--- config.mk ---
export PLATFORM = sky130hd
export DESIGN_NAME = upc_loop_monitor
export DESIGN_NICKNAME = d
export VERILOG_FILES = /design/src/rtl/upc_loop_monitor.sv
export SDC_FILE = /design/constraint.sdc
export NUM_CORES = 1
export LEC_CHECK = 0
export CAP_MARGIN = 20
export CELL_PAD_IN_SITES_DETAIL_PLACEMENT = 0
export CELL_PAD_IN_SITES_GLOBAL_PLACEMENT = 2
export CORE_MARGIN = 5
export CORE_UTILIZATION = 36
export CTS_CLUSTER_SIZE = 24
export DETAILED_ROUTE_END_ITERATION = 12
export PLACE_DENSITY_LB_ADDON = 0.1
export RECOVER_POWER = 50
export SYNTH_ARGS = -nofsm -noshare
export SYNTH_HDL_FRONTEND = slang
export SYNTH_SLANG_ARGS = --single-unit
--- constraint.sdc ---
create_clock -name clock -period 4.22 [get_ports clock]
set_input_delay 0.844 -clock clock [delete_from_list [all_inputs] [get_ports clock]]
set_output_delay 0.844 -clock clock [all_outputs]
set_load 0.1 [all_outputs]
--- src/rtl/upc_loop_monitor.sv ---
// upc_loop_monitor
//   Performance monitor for an HLS block and one of its pipelined loops.
//   It is fed by taps on the block handshake and the loop FSM, and it keeps
//   saturating counters for transactions, iterations, stalls and loop latency.
//   Once finish is seen, the monitor freezes until reset.
//
// Ports
//   clock, reset (async, active-low), finish (sticky freeze request)
//   mod_start/mod_ready/mod_done/mod_continue      block handshake taps
//   cur_state, iter_start_state, iter_end_state, quit_state
//                                                  observed FSM state and reference states
//   iter_*/quit_* block and enable                 stage subdone flags and pipeline enables
//   loop_start/loop_ready/loop_done/loop_continue  loop handshake taps
//   quit_at_end                                    select loop_done or the quit event as close
//   mod_started, mod_completed, mod_busy_cycles, mod_active
//   loop_invocations, iters_started, iters_ended, loop_stall_cycles,
//   last_loop_latency, loop_active, frozen
module upc_loop_monitor #(
    parameter int STATE_W = 1,
    parameter int CNT_W   = 32
) (
    input  logic               clock,
    input  logic               reset,
    input  logic               finish,
    input  logic               mod_start,
    input  logic               mod_ready,
    input  logic               mod_done,
    input  logic               mod_continue,
    input  logic [STATE_W-1:0] cur_state,
    input  logic [STATE_W-1:0] iter_start_state,
    input  logic [STATE_W-1:0] iter_end_state,
    input  logic [STATE_W-1:0] quit_state,
    input  logic               iter_start_block,
    input  logic               iter_end_block,
    input  logic               quit_block,
    input  logic               iter_start_enable,
    input  logic               iter_end_enable,
    input  logic               quit_enable,
    input  logic               loop_start,
    input  logic               loop_ready,
    input  logic               loop_done,
    input  logic               loop_continue,
    input  logic               quit_at_end,
    output logic [CNT_W-1:0]   mod_started,
    output logic [CNT_W-1:0]   mod_completed,
    output logic [CNT_W-1:0]   mod_busy_cycles,
    output logic               mod_active,
    output logic [CNT_W-1:0]   loop_invocations,
    output logic [CNT_W-1:0]   iters_started,
    output logic [CNT_W-1:0]   iters_ended,
    output logic [CNT_W-1:0]   loop_stall_cycles,
    output logic [CNT_W-1:0]   last_loop_latency,
    output logic               loop_active,
    output logic               frozen
);

    typedef enum logic {
        IDLE = 1'b0,
        RUN  = 1'b1
    } loop_state_t;

    loop_state_t      state;
    loop_state_t      state_nxt;
    logic [7:0]       outstanding;
    logic [CNT_W-1:0] latency_acc;

    logic mstart, mdone, istart, iend, quit, stall, close_ev;
    logic count_en;
    logic open_inv, close_inv;

    // loop_ready is tapped for completeness; no event depends on it.
    logic unused_taps;
    assign unused_taps = loop_ready;

    // Counters stick at all-ones instead of wrapping.
    function automatic logic [CNT_W-1:0] sat_inc(input logic [CNT_W-1:0] v);
        return (&v) ? v : v + CNT_W'(1);
    endfunction

    // Events decoded from the sampled taps.
    assign mstart   = mod_start & mod_ready;
    assign mdone    = mod_done & mod_continue;
    assign istart   = (cur_state == iter_start_state) & iter_start_enable & ~iter_start_block;
    assign iend     = (cur_state == iter_end_state) & iter_end_enable & ~iter_end_block;
    assign quit     = (cur_state == quit_state) & quit_enable & ~quit_block;
    assign stall    = (cur_state == iter_start_state) & iter_start_enable & iter_start_block;
    assign close_ev = quit_at_end ? (loop_done & loop_continue) : quit;

    // The edge that samples finish is already frozen: its events are dropped.
    assign count_en = ~frozen & ~finish;

    assign mod_active  = (outstanding != 8'd0);
    assign loop_active = (state == RUN);

    // Loop FSM next-state. A close together with a new start hands the loop
    // straight over to the next invocation without passing through IDLE.
    always_comb begin
        state_nxt = state;
        open_inv  = 1'b0;
        close_inv = 1'b0;
        case (state)
            IDLE: begin
                if (loop_start) begin
                    state_nxt = RUN;
                    open_inv  = 1'b1;
                end
            end
            RUN: begin
                if (close_ev) begin
                    close_inv = 1'b1;
                    if (loop_start) begin
                        open_inv = 1'b1;
                    end else begin
                        state_nxt = IDLE;
                    end
                end
            end
            default: state_nxt = IDLE;
        endcase
    end

    always_ff @(posedge clock or negedge reset) begin
        if (!reset) begin
            state             <= IDLE;
            frozen            <= 1'b0;
            outstanding       <= 8'd0;
            latency_acc       <= '0;
            mod_started       <= '0;
            mod_completed     <= '0;
            mod_busy_cycles   <= '0;
            loop_invocations  <= '0;
            iters_started     <= '0;
            iters_ended       <= '0;
            loop_stall_cycles <= '0;
            last_loop_latency <= '0;
        end else begin
            if (finish) begin
                frozen <= 1'b1;
            end
            if (count_en) begin
                state <= state_nxt;

                if (mstart) mod_started   <= sat_inc(mod_started);
                if (mdone)  mod_completed <= sat_inc(mod_completed);
                if (outstanding != 8'd0) mod_busy_cycles <= sat_inc(mod_busy_cycles);

                // A done with nothing outstanding is counted above but cannot
                // drive the outstanding count below zero.
                if (mstart && !mdone && outstanding != 8'hFF) begin
                    outstanding <= outstanding + 8'd1;
                end else if (mdone && !mstart && outstanding != 8'd0) begin
                    outstanding <= outstanding - 8'd1;
                end

                if (istart) iters_started <= sat_inc(iters_started);
                if (iend)   iters_ended   <= sat_inc(iters_ended);
                if (stall && state == RUN) loop_stall_cycles <= sat_inc(loop_stall_cycles);

                // The accumulator holds cycles seen so far; the close edge
                // itself is included, hence the +1 on capture.
                if (close_inv) last_loop_latency <= sat_inc(latency_acc);
                if (open_inv) begin
                    loop_invocations <= sat_inc(loop_invocations);
                    latency_acc      <= CNT_W'(1);
                end else if (state == RUN) begin
                    latency_acc <= sat_inc(latency_acc);
                end
            end
        end
    end

endmodule

==> results.json <==
{
  "outcome": "finished with violations",
  "failed_checks": "max-capacitance violations, max-slew violations",
  "crit_type": "reg -> out",
  "synthArstFlopShare": 1.000,
  "die_w_um": 214.6,
  "path_max_fanout": 5,
  "root_buffer": "clkbuf_16",
  "min_to": "last_loop_latency[2]",
  "endpoint_kind": "output pin",
  "post_cts_buffers": 0,
  "hold_ws_ns": 0.4813,
  "numCtsBuffers": 37,
  "grt_pass1_vias": 12256,
  "cts_tree": "yes",
  "worstHoldStart": "last_loop_latency[2]",
  "grt_pass1_wl_um": 70930,
  "synth-seq-cells": 298,
  "tightest_slew_ns": 2.201,
  "syn2layout_area_growth_pct": 30.60,
  "synth-seq-area-share": 0.4949,
  "cpPeakStageDelay_ns": 1.06,
  "rsz0062_at_grt": "no",
  "reg2reg_to": "loop_stall_cycles[1]",
  "hpwl_um": 31190,
  "timing.final.ws_setup_ns": 0.5530,
  "num-fill-cells": 3950,
  "wl_per_cell_um": 18.92,
  "synthCells": 1466,
  "setup_tns_ns": 0,
  "cp_cell_sequence": "nor4_1 > nand2_1 > clkdlybuf4s50_1",
  "hold_viol": 0,
  "die_y_um": 214.6,
  "mappedNetlistArea_um2": 15070,
  "rrSetupSlack_ns": 1.10,
  "power.switching_uw": 1607,
  "synth_largest_area_cell": "dfrtp_1",
  "maxCapViolCount": 2,
  "synth.area.top_cells": "dfrtp_1 49%, xnor2_1 8.4%, xor2_1 4.9%",
  "post-place-ws_ns": 0.4724,
  "startpoint_type": "register",
  "initial_utilization": 0.3617,
  "layout_common_cells": "298 x dfrtp_1, 276 x clkdlybuf4s50_1, 145 x xnor2_1, 118 x nand3_1, 117 x nand2_1",
  "cts_buffer_depth": 3,
  "fmaxAchievable_ghz": 0.2727,
  "grt_overflow_total": 0,
  "multi_input_area_um2": 7238,
  "internal_power_uw": 5134,
  "total_power_uw": 6741,
  "seq_area_um2": 7457,
  "drtIter0Drc": 741,
  "final_antenna_net_count": 0,
  "synth-warning-count": 0,
  "clkSinkCount": 298,
  "gp_congestion": 0.8001,
  "synth_nets": 1503,
  "drv_slew": 92,
  "layout.nets": 1788,
  "holdBufCountCts": 0,
  "viasPerCell": 5.332,
  "max-slew-margin-rel": -0.4676,
  "synth_area_per_cell_um2": 10.28,
  "reg2reg_from": "loop_stall_cycles[16]",
  "antenna_found_initial": 3,
  "vias": 12350,
  "crit_required_ns": 3.38,
  "dr.pass1.iters": 5,
  "skew_ns": 0.01459,
  "core-area_um2": 41670,
  "ir_drop_v": 0.0002587,
  "min_period_over_period": 0.8690,
  "clock_latency_ns": 0.55,
  "ios": 281,
  "grt_start_max_net_pins": 90,
  "num_antenna_cells": 0,
  "grt_use_total": 0.1871,
  "clk_pin_slew_ns": 0.06,
  "cellPowerDensity_nw_per_um2": 342.5,
  "die_area_um2": 46050,
  "power_frac_comb": 0.061,
  "clockPowerShare": 0.504,
  "routed_wl_um": 43820,
  "hold_depth": 2,
  "hold_class": "reg -> reg",
  "htreeDepth": 2,
  "ys_types": 78,
  "row_count": 75,
  "final_common_cell": "dfrtp_1",
  "swShare": 0.2384,
  "synth_edf_count": 0,
  "dp_cells": 2250,
  "period_needed_ns": 3.667,
  "finalNonFillerCells": 2316,
  "crit_slowest_cell": "clkdlybuf4s50_1",
  "synth-main-ff-cell": "dfrtp_1",
  "numPortBuffers": 279,
  "netlist.area_leader.share": 0.4949,
  "pwr-share-seq": 0.435,
  "layout-drive-gt1-share": 0.05796,
  "drcViolationCount": 0,
  "ctsResizeCount": 0,
  "leakage_uw": 0.008282,
  "setup_violations": 0,
  "ff2ff_path_depth": 5,
  "crit_arrival_ns": 2.82
}
## cell families (layout without fill, tap and decap cells)
group           after synthesis  in the layout  synth area share
simple gates                667            667            0.2510
flops                       298            298            0.4949
xor+xnor                    230            230            0.1337
compound gates              168            168           0.07888
buf+inv                      77            388           0.02067
fa+ha+maj                    15             15           0.01295
mux                          11             11          0.007971
## flip-flops by register name, summed over array words and instances, names as in the netlist, 8 cells and up
name	cells
iters_ended	32
mod_started	32
loop_stall_cycles	32
latency_acc	32
iters_started	32
last_loop_latency	32
loop_invocations	32
mod_busy_cycles	32
outstanding	8
mod_completed	32
## area by class of cell
type,instances,area share
Timing Repair Buffer,301,0.1488
Sequential cell,298,0.3789
Clock inverter,13,0.009981
Multi-Input combinational cell,1091,0.3678
Tap cell,539,0.03427
Clock buffer,52,0.05613
Inverter,22,0.004196
## worst max-delay path, delay by kind of cell, from the launching register on
kind / cells / cell delay, ns
DFF: 1 / 0.45
buffers and inverters: 1 / 1.06
and+or+nand+nor: 2 / 0.77
## per-stage QoR
stage	util	area (um^2)
2_1_floorplan	-	15070
5_1_grt	0.4724	19680
4_1_cts	0.4754	19810
3_3_place_gp	0.4441	18510
6_report	0.4724	19680
3_5_place_dp	0.4441	18510
## layer usage
| layer | routed length, um | track usage | vias up |
|---|---|---|---|
| met5 | 15 | 0 | - |
| met4 | 945 | 0.05390 | 2 |
| met3 | 2741 | 0.05337 | 58 |
| met2 | 19750 | 0.2858 | 265 |
| met1 | 20370 | 0.2608 | 6054 |
| li1 | - | - | 5971 |
## how the worst max path moves through the flow
stage | start | end | slack (ns) | cells past startpoint
2_1_floorplan | loop_invocations[0] | loop_invocations[10] | 1.31 | 9
3_3_place_gp | finish | mod_busy_cycles[29] | 0.52 | 7
3_5_place_dp | finish | mod_busy_cycles[29] | 0.47 | 7
4_1_cts | outstanding[0] | mod_active | 0.53 | 3
5_1_grt | reset | last_loop_latency[7] | 0.31 | 2
6_report | outstanding[0] | mod_active | 0.55 | 3
## power groups by stage
stage | Combinational, uW | Sequential (uW) | Clock (uW)
finish | 413 | 2930 | 3400
global route | 450 | 2940 | 3610
CTS | 426 | 2930 | 3520
detailed placement | 424 | 2980 | 0
global placement | 423 | 2980 | 0
floorplan | 129 | 3100 | 0
## cells in the mapped netlist, types with 3 or more instances
master     count
dfrtp_1      298
xnor2_1      145
nand3_1      118
nand2_1      117
nand4_1       98
xor2_1        85
nor2_1        66
nor3_1        64
and3_1        53
a31oi_1       39
clkbuf_1      34
and4_1        33
o21ai_0       33
nor4_1        23
inv_1         22
a21oi_1       21
buf_2         18
or3_1         17
and2_1        15
ha_1          14
o31ai_1       10
mux2_2         8
nor3b_1        8
a41oi_1        7
nand2b_1       7
o211ai_1       7
nor4b_1        6
nand3b_1       5
or2_2          5
or4_1          5
a21o_1         4
a22oi_1        4
nor4_2         4
o311ai_0       4
o31a_1         4
buf_1          3
mux2i_1        3
nand4b_1       3
nand4bb_1      3
nor4_4         3
o21a_1         3
o21bai_1       3
o41ai_1        3
Power figures use the tool's default switching activity.
